`src/rtl/popcount_share_seq.sv`:
```
// Shared sequential population counter: two round-robin requesters feed one
// 7-bit ones-counter that walks a wide word chunk by chunk and accumulates
// its Hamming weight, returned on a valid/ready port tagged with requester id.
module popcount_share_seq #(
  parameter int unsigned DATA_W = 28,
  localparam int unsigned CNT_W = $clog2(DATA_W + 1)
) (
  input  logic              clk,
  input  logic              rst,
  input  logic              in0_valid,
  output logic              in0_ready,
  input  logic [DATA_W-1:0] in0_data,
  input  logic              in1_valid,
  output logic              in1_ready,
  input  logic [DATA_W-1:0] in1_data,
  output logic              out_valid,
  input  logic              out_ready,
  output logic [CNT_W-1:0]  out_cnt,
  output logic              out_id,
  output logic              busy
);

  localparam int unsigned NCHUNK = (DATA_W + 6) / 7;
  localparam int unsigned PAD_W  = NCHUNK * 7;
  localparam int unsigned K_W    = (NCHUNK > 1) ? $clog2(NCHUNK) : 1;
  localparam logic [K_W-1:0] K_LAST = K_W'(NCHUNK - 1);

  typedef enum logic [1:0] {IDLE, COUNT, DONE} state_t;

  state_t           state_q, state_d;
  logic [PAD_W-1:0] word_q, word_d;
  logic [CNT_W-1:0] acc_q, acc_d;
  logic [K_W-1:0]   k_q, k_d;
  logic             out_id_q, out_id_d;
  logic             last_id_q, last_id_d;
  logic [2:0]       chunk_cnt;
  logic             grant_any;
  logic             grant_id;

  // Ones in the current chunk; the word is shifted down so chunk k sits at [6:0]
  always_comb begin
    chunk_cnt = '0;
    for (int i = 0; i < 7; i++) begin
      chunk_cnt = chunk_cnt + 3'(word_q[i]);
    end
  end

  // Round-robin grant, only offered in IDLE and outside reset
  always_comb begin
    grant_any = 1'b0;
    grant_id  = 1'b0;
    if (state_q == IDLE && !rst) begin
      if (in0_valid && in1_valid) begin
        grant_any = 1'b1;
        grant_id  = ~last_id_q;
      end else if (in0_valid) begin
        grant_any = 1'b1;
        grant_id  = 1'b0;
      end else if (in1_valid) begin
        grant_any = 1'b1;
        grant_id  = 1'b1;
      end
    end
  end

  assign in0_ready = grant_any && !grant_id;
  assign in1_ready = grant_any && grant_id;
  assign out_valid = (state_q == DONE) && !rst;
  assign out_cnt   = acc_q;
  assign out_id    = out_id_q;
  assign busy      = (state_q != IDLE);

  // Next-state and datapath updates
  always_comb begin
    state_d   = state_q;
    word_d    = word_q;
    acc_d     = acc_q;
    k_d       = k_q;
    out_id_d  = out_id_q;
    last_id_d = last_id_q;
    case (state_q)
      IDLE: begin
        if (grant_any) begin
          word_d    = grant_id ? PAD_W'(in1_data) : PAD_W'(in0_data);
          acc_d     = '0;
          k_d       = '0;
          out_id_d  = grant_id;
          last_id_d = grant_id;
          state_d   = COUNT;
        end
      end
      COUNT: begin
        acc_d  = acc_q + CNT_W'(chunk_cnt);
        word_d = word_q >> 7;
        k_d    = k_q + K_W'(1);
        if (k_q == K_LAST) begin
          state_d = DONE;
        end
      end
      DONE: begin
        if (out_ready) begin
          state_d = IDLE;
        end
      end
      default: state_d = IDLE;
    endcase
  end

  // State register with synchronous reset
  always_ff @(posedge clk) begin
    if (rst) begin
      state_q   <= IDLE;
      word_q    <= '0;
      acc_q     <= '0;
      k_q       <= '0;
      out_id_q  <= 1'b0;
      last_id_q <= 1'b1;
    end else begin
      state_q   <= state_d;
      word_q    <= word_d;
      acc_q     <= acc_d;
      k_q       <= k_d;
      out_id_q  <= out_id_d;
      last_id_q <= last_id_d;
    end
  end

endmodule

```
`config.mk`:
```
export PLATFORM = sky130hd
export DESIGN_NAME = popcount_share_seq
export DESIGN_NICKNAME = d
export VERILOG_FILES = /design/src/rtl/popcount_share_seq.sv
export SDC_FILE = /design/constraint.sdc
export NUM_CORES = 1
export LEC_CHECK = 0
export ABC_CLOCK_PERIOD_IN_PS = 4200
export BUFFER_PORTS_ARGS = -buffer_cell sky130_fd_sc_hd__buf_2
export CAP_MARGIN = 10
export CORE_UTILIZATION = 51
export DETAILED_ROUTE_END_ITERATION = 16
export HOLD_SLACK_MARGIN = 0.12
export PLACE_DENSITY_LB_ADDON = 0.08
export SLEW_MARGIN = 20
export SYNTH_ARGS = -nofsm -noshare
export SYNTH_HDL_FRONTEND = slang
export SYNTH_SLANG_ARGS = --single-unit
```
`constraint.sdc`:
```
create_clock -name clk -period 4.2 [get_ports clk]
set_input_delay 0.42 -clock clk [delete_from_list [all_inputs] [get_ports clk]]
set_output_delay 0.42 -clock clk [all_outputs]
set_load 0.01 [all_outputs]
```
==> After elaboration in Yosys (flattened, before gate mapping) <==
Index checks and enable logic that the tools add are counted.
{ "op_classes": {"add_sub_neg": 8, "eq_ne": 6, "n_mux": 18, "bitwise_logic": 1, "n_reduce_logical": 13} }
{ "op_table": {"columns": ["op", "count"], "rows": [
  ["28-bit two-way mux", 2],
  ["28-bit case mux with 2 select lines", 1],
  ["3-bit by 1-bit adder with 3-bit output", 4],
  ["5-bit case mux with 2 select lines", 1],
  ["2-bit two-way mux", 4],
  ["1-bit two-way mux", 7],
  ["2-bit inequality test (second input constant)", 3],
  ["2-bit case mux with 3 select lines", 1],
  ["5-bit by 3-bit adder with 5-bit output", 1],
  ["1-bit logical AND", 5],
  ["5-bit two-way mux", 1],
  ["2-bit == test (second input constant)", 2],
  ["2-bit case mux with 2 select lines", 1],
  ["2-bit AND reduction", 2],
  ["2-bit nonzero test", 2],
  ["2-bit by 1-bit adder with 3-bit output", 1],
  ["3-bit AND reduction", 1],
  ["1-bit by 1-bit adder with 2-bit output", 1],
  ["2-bit by 1-bit adder with 2-bit output (second input constant)", 1],
  ["2-bit by 1-bit == test with 1-bit output (second input constant)", 1],
  ["1-bit zero test", 2],
  ["2-bit zero test", 1],
  ["1-bit NOT", 1]
]} }
{ "totals": {"register_bits": 39, "in_bits": 61, "out_inout_bits": 10, "word_cells": 52} }

==> Logic depth before layout (Yosys ltp) <==
{ "depth": {"word_depth": 8, "mapped_depth": 10, "ltp_nobuf": 10} }

==> Worst setup path after synthesis <==
OpenSTA, ideal clock, no wires.
{ "synth_timing": {"path_kind": "reg-to-reg", "startpoint": "register acc_q[0] (netlist: out_cnt[0])", "endpoint": "register acc_q[4] (netlist: out_cnt[4])", "setup_ps": 121, "arrival_time_ps": 3048, "required_ps": 4079, "setup_slack_ps": 1031, "path_stages_with_launch": 11, "path_buffers": 0, "synth_period_minus_slack_ps": 3169, "cell_sequence": "dfxtp_1 -> fa_1 -> inv_1 -> fa_1 -> fa_1 -> inv_1 -> ha_1 -> fa_1 -> a211oi_1 -> nor3_1 -> a2bb2o_1"} }
{ "synth_via": {"elab_chain_len": 2} }
{ "synth_rtl": {"columns": ["item", "line_no", "text"], "rows": [
  ["start: declaration", "32", "logic [CNT_W-1:0] acc_q, acc_d;"],
  ["start signal: assignment", "114", "acc_q <= '0;"],
  ["start signal: assignment", "121", "acc_q <= acc_d;"],
  ["5-bit by 3-bit adder with 5-bit output", "93", "acc_d = acc_q + CNT_W'(chunk_cnt);"],
  ["5-bit case mux with 2 select lines", "81", "case (state_q)"]
]} }
Every way passes these cells.
A chain may end at the register's enable or synchronous reset.

==> Worst setup path in the final report <==
Same ends and word-level chain as after synthesis.

==> results.json <==
{
  "synthToLayoutAreaGrowth_pct": 21.7,
  "mostFrequentLayoutCell": "buf_2",
  "wirelength_microns": 5140,
  "grt_pass1_vias": 1788,
  "syn-mean-instance-area_sq_um": 9.19,
  "grt_antenna_before_repair": 0,
  "critPathLaunchType": "flop",
  "wire_per_inst_microns": 14.5,
  "htreeDepth": 2,
  "maxSlewViolCount": 0,
  "gp_congestion": 0.775,
  "port_buffers": 70,
  "fin_skew_ns": 0.00606,
  "nNetsFinal": 375,
  "hold_start": "in0_data[5]",
  "peakVddDrop_mv": 0.216,
  "crit_required_ns": 4.44,
  "grt_first_pass_wirelength_microns": 8170,
  "fillers": 370,
  "p_leak_nw": 1.17,
  "vias_per_cell": 5.63,
  "antenna_left": 0,
  "start_util_pct": 53.9,
  "die_y_microns": 67.7,
  "drive_gt1_share_pct": 31.0,
  "postCtsSetupBuffers": 0,
  "numCtsBuffers": 5,
  "crit_path_end_kind": "flop",
  "ios": 71,
  "grt-ovfl-total": 0,
  "r2r_end": "out_cnt[4]",
  "drt_iter0_drc": 65,
  "hpwl_microns": 3640,
  "cts_buffer_depth": 2,
  "n_antenna_cell": 0,
  "dieArea_sq_mm": 0.00459,
  "synthesis.area_sq_mm": 0.00220,
  "hold_path_class": "input pin to flop",
  "grt_setup_unrepaired": "no",
  "critPathKind": "flop to flop",
  "placement_rows": 23,
  "r2r_start": "out_cnt[0]",
  "dr.pass1.iters": 4,
  "ctsResizeCount": 0,
  "tns_ns": 0,
  "final_cell_mix": "70 x buf_2, 39 x dfxtp_1, 27 x nand2_1",
  "pre_cts_ws_ns": 0.913,
  "fin_crit_sh_pct": 78.6,
  "final_util_pct": 65.7,
  "status": "completed",
  "drc_errors": 0,
  "ys_types": 39,
  "clock_latency_ns": 0.29,
  "setup_ws_ns": 0.900,
  "r2r_slack_ns": 0.90,
  "period_minus_slack_ns": 3.30,
  "relSlewSlack_pct": 33.0,
  "cp_max_fo": 3,
  "setup_viol": 0,
  "core_area_sq_mm": 0.00409,
  "worst_pin_slew_ns": 0.997,
  "grt_use_total_pct": 24.1,
  "syn_nets": 313,
  "synth_cells": 240,
  "die_w_microns": 67.7,
  "root_buffer": "clkbuf_8",
  "clock-sinks": 39,
  "finalHoldViolCount": 0,
  "cap_viol_max_count": 0,
  "hold_depth": 3,
  "yosysWarnings": 0,
  "vias": 1988,
  "r2r_cells": 10,
  "cts-hold-fix-buffers": 0,
  "clk_pin_slew_ns": 0.08,
  "synth-seq-cells": 39,
  "cts_tree": "done",
  "crit_arrival_ns": 3.54,
  "grt_max_degree": 30,
  "power.density_mw_per_mm2": 373,
  "fmax_mhz": 303,
  "synth.yosys.seq_area_share_pct": 35.4,
  "hold-path-endpoint": "word_q[5]"
}
-- per-layer routing --
layer / part of all wire (%) / wire (microns) / up-vias / track usage [%]
met3: 3.2 / 163 / 6 / 4.05
met1: 47 / 2420 / 926 / 29.2
met5: 0 / 0 / - / 0
li1: - / - / 1008 / -
met2: 48 / 2480 / 48 / 41.3
met4: 1.3 / 65 / 0 / 10.1
-- worst max-delay path, cell delays in order (launching register included) --
cell      delay (ns)
dfxtp_1         0.34
fa_1            0.53
inv_1           0.05
fa_1            0.44
fa_1            0.49
inv_1           0.05
ha_1            0.20
fa_1            0.40
a211oi_1        0.33
o32ai_1         0.14
a2bb2o_1        0.28
-- metrics by stage --
| step | power (mW) | area, sq um | instances | hold slack [ns] |
|---|---|---|---|---|
| finish | 1.00 | 2680 | 353 | 0.409 |
| global route | 1.07 | 2680 | 353 | 0.411 |
| CTS | 1.00 | 2660 | 352 | 0.407 |
| detailed placement | 0.728 | 2560 | 344 | 0.448 |
| global placement | 0.720 | 2560 | 344 | 0.441 |
| floorplan | 0.645 | 2200 | 240 | 0.432 |
-- synth_stat cells (all sizes together) --
| library cell | count | area share, % |
|---|---|---|
| a2111oi | 1 | 0.40 |
| a211o | 1 | 0.40 |
| a211oi | 8 | 2.7 |
| a21bo | 1 | 0.45 |
| a21boi | 1 | 0.34 |
| a21oi | 7 | 1.6 |
| a221o | 1 | 0.45 |
| a221oi | 13 | 7.2 |
| a2bb2o | 1 | 0.45 |
| a31o | 1 | 0.40 |
| and2 | 7 | 2.0 |
| and3 | 2 | 0.57 |
| buf | 9 | 2.6 |
| clkbuf | 10 | 1.7 |
| dfxtp | 39 | 35 |
| fa | 4 | 3.6 |
| ha | 8 | 4.5 |
| inv | 23 | 3.9 |
| mux2i | 21 | 9.5 |
| nand2 | 27 | 4.6 |
| nand2b | 2 | 0.57 |
| nand3 | 1 | 0.23 |
| nor2 | 6 | 1.0 |
| nor2b | 1 | 0.28 |
| nor3 | 2 | 0.45 |
| nor3b | 3 | 1.0 |
| o211ai | 5 | 1.7 |
| o21ai | 8 | 2.0 |
| o221ai | 15 | 6.0 |
| o22ai | 6 | 1.7 |
| o31ai | 1 | 0.34 |
| o32ai | 1 | 0.40 |
| or2 | 2 | 0.57 |
| or3 | 1 | 0.51 |
| xor2 | 1 | 0.40 |
-- kinds of logic (layout without fill, tap and decap cells) --
| family | Yosys count | in the layout | synth area share [%] |
|---|---|---|---|
| AO/OA/AOI/OAI | 71 | 71 | 26.4 |
| AND/OR/NAND/NOR | 54 | 54 | 11.8 |
| buffers and inverters | 42 | 105 | 8.23 |
| flip-flops | 39 | 39 | 35.4 |
| multiplexers | 21 | 21 | 9.53 |
| adder cells (fa/ha/maj) | 12 | 12 | 8.17 |
| XOR/XNOR | 1 | 1 | 0.397 |
-- power by group --
| part | leakage (nW) | switching, mW | internal [mW] |
|---|---|---|---|
| registers | 0.321 | 0.0289 | 0.413 |
| logic | 0.794 | 0.156 | 0.125 |
| clock network | 0.0515 | 0.130 | 0.150 |
| total | 1.17 | 0.314 | 0.688 |
-- layout make-up --
class / count / area [sq um] / area share, %
timing repair buffer: 74 / 400 / 14.9
sequential: 39 / 781 / 29.1
tap: 50 / 62.6 / 2.33
multi-input combinational: 159 / 1250 / 46.7
inverter: 23 / 86.3 / 3.22
clock buffer: 8 / 100 / 3.73
-- worst max-delay path by stage --
stage          startpoint         end  slack (ns)  cells past startpoint
2_1_floorplan  out_cnt[0]  out_cnt[4]        1.03                     10
3_3_place_gp   out_cnt[0]  out_cnt[4]        0.97                     10
3_5_place_dp   out_cnt[0]  out_cnt[4]        0.91                     10
4_1_cts        out_cnt[0]  out_cnt[4]        0.90                     10
5_1_grt        out_cnt[0]  out_cnt[4]        0.79                     10
6_report       out_cnt[0]  out_cnt[4]        0.90                     10
-- registers in the layout, summed over array words and instances, names as in the netlist --
name / flops
word_q: 28
out_cnt: 5
k_q: 2
state_q: 2
last_id_q: 1
out_id: 1
Power figures use the tool's default switching activity.
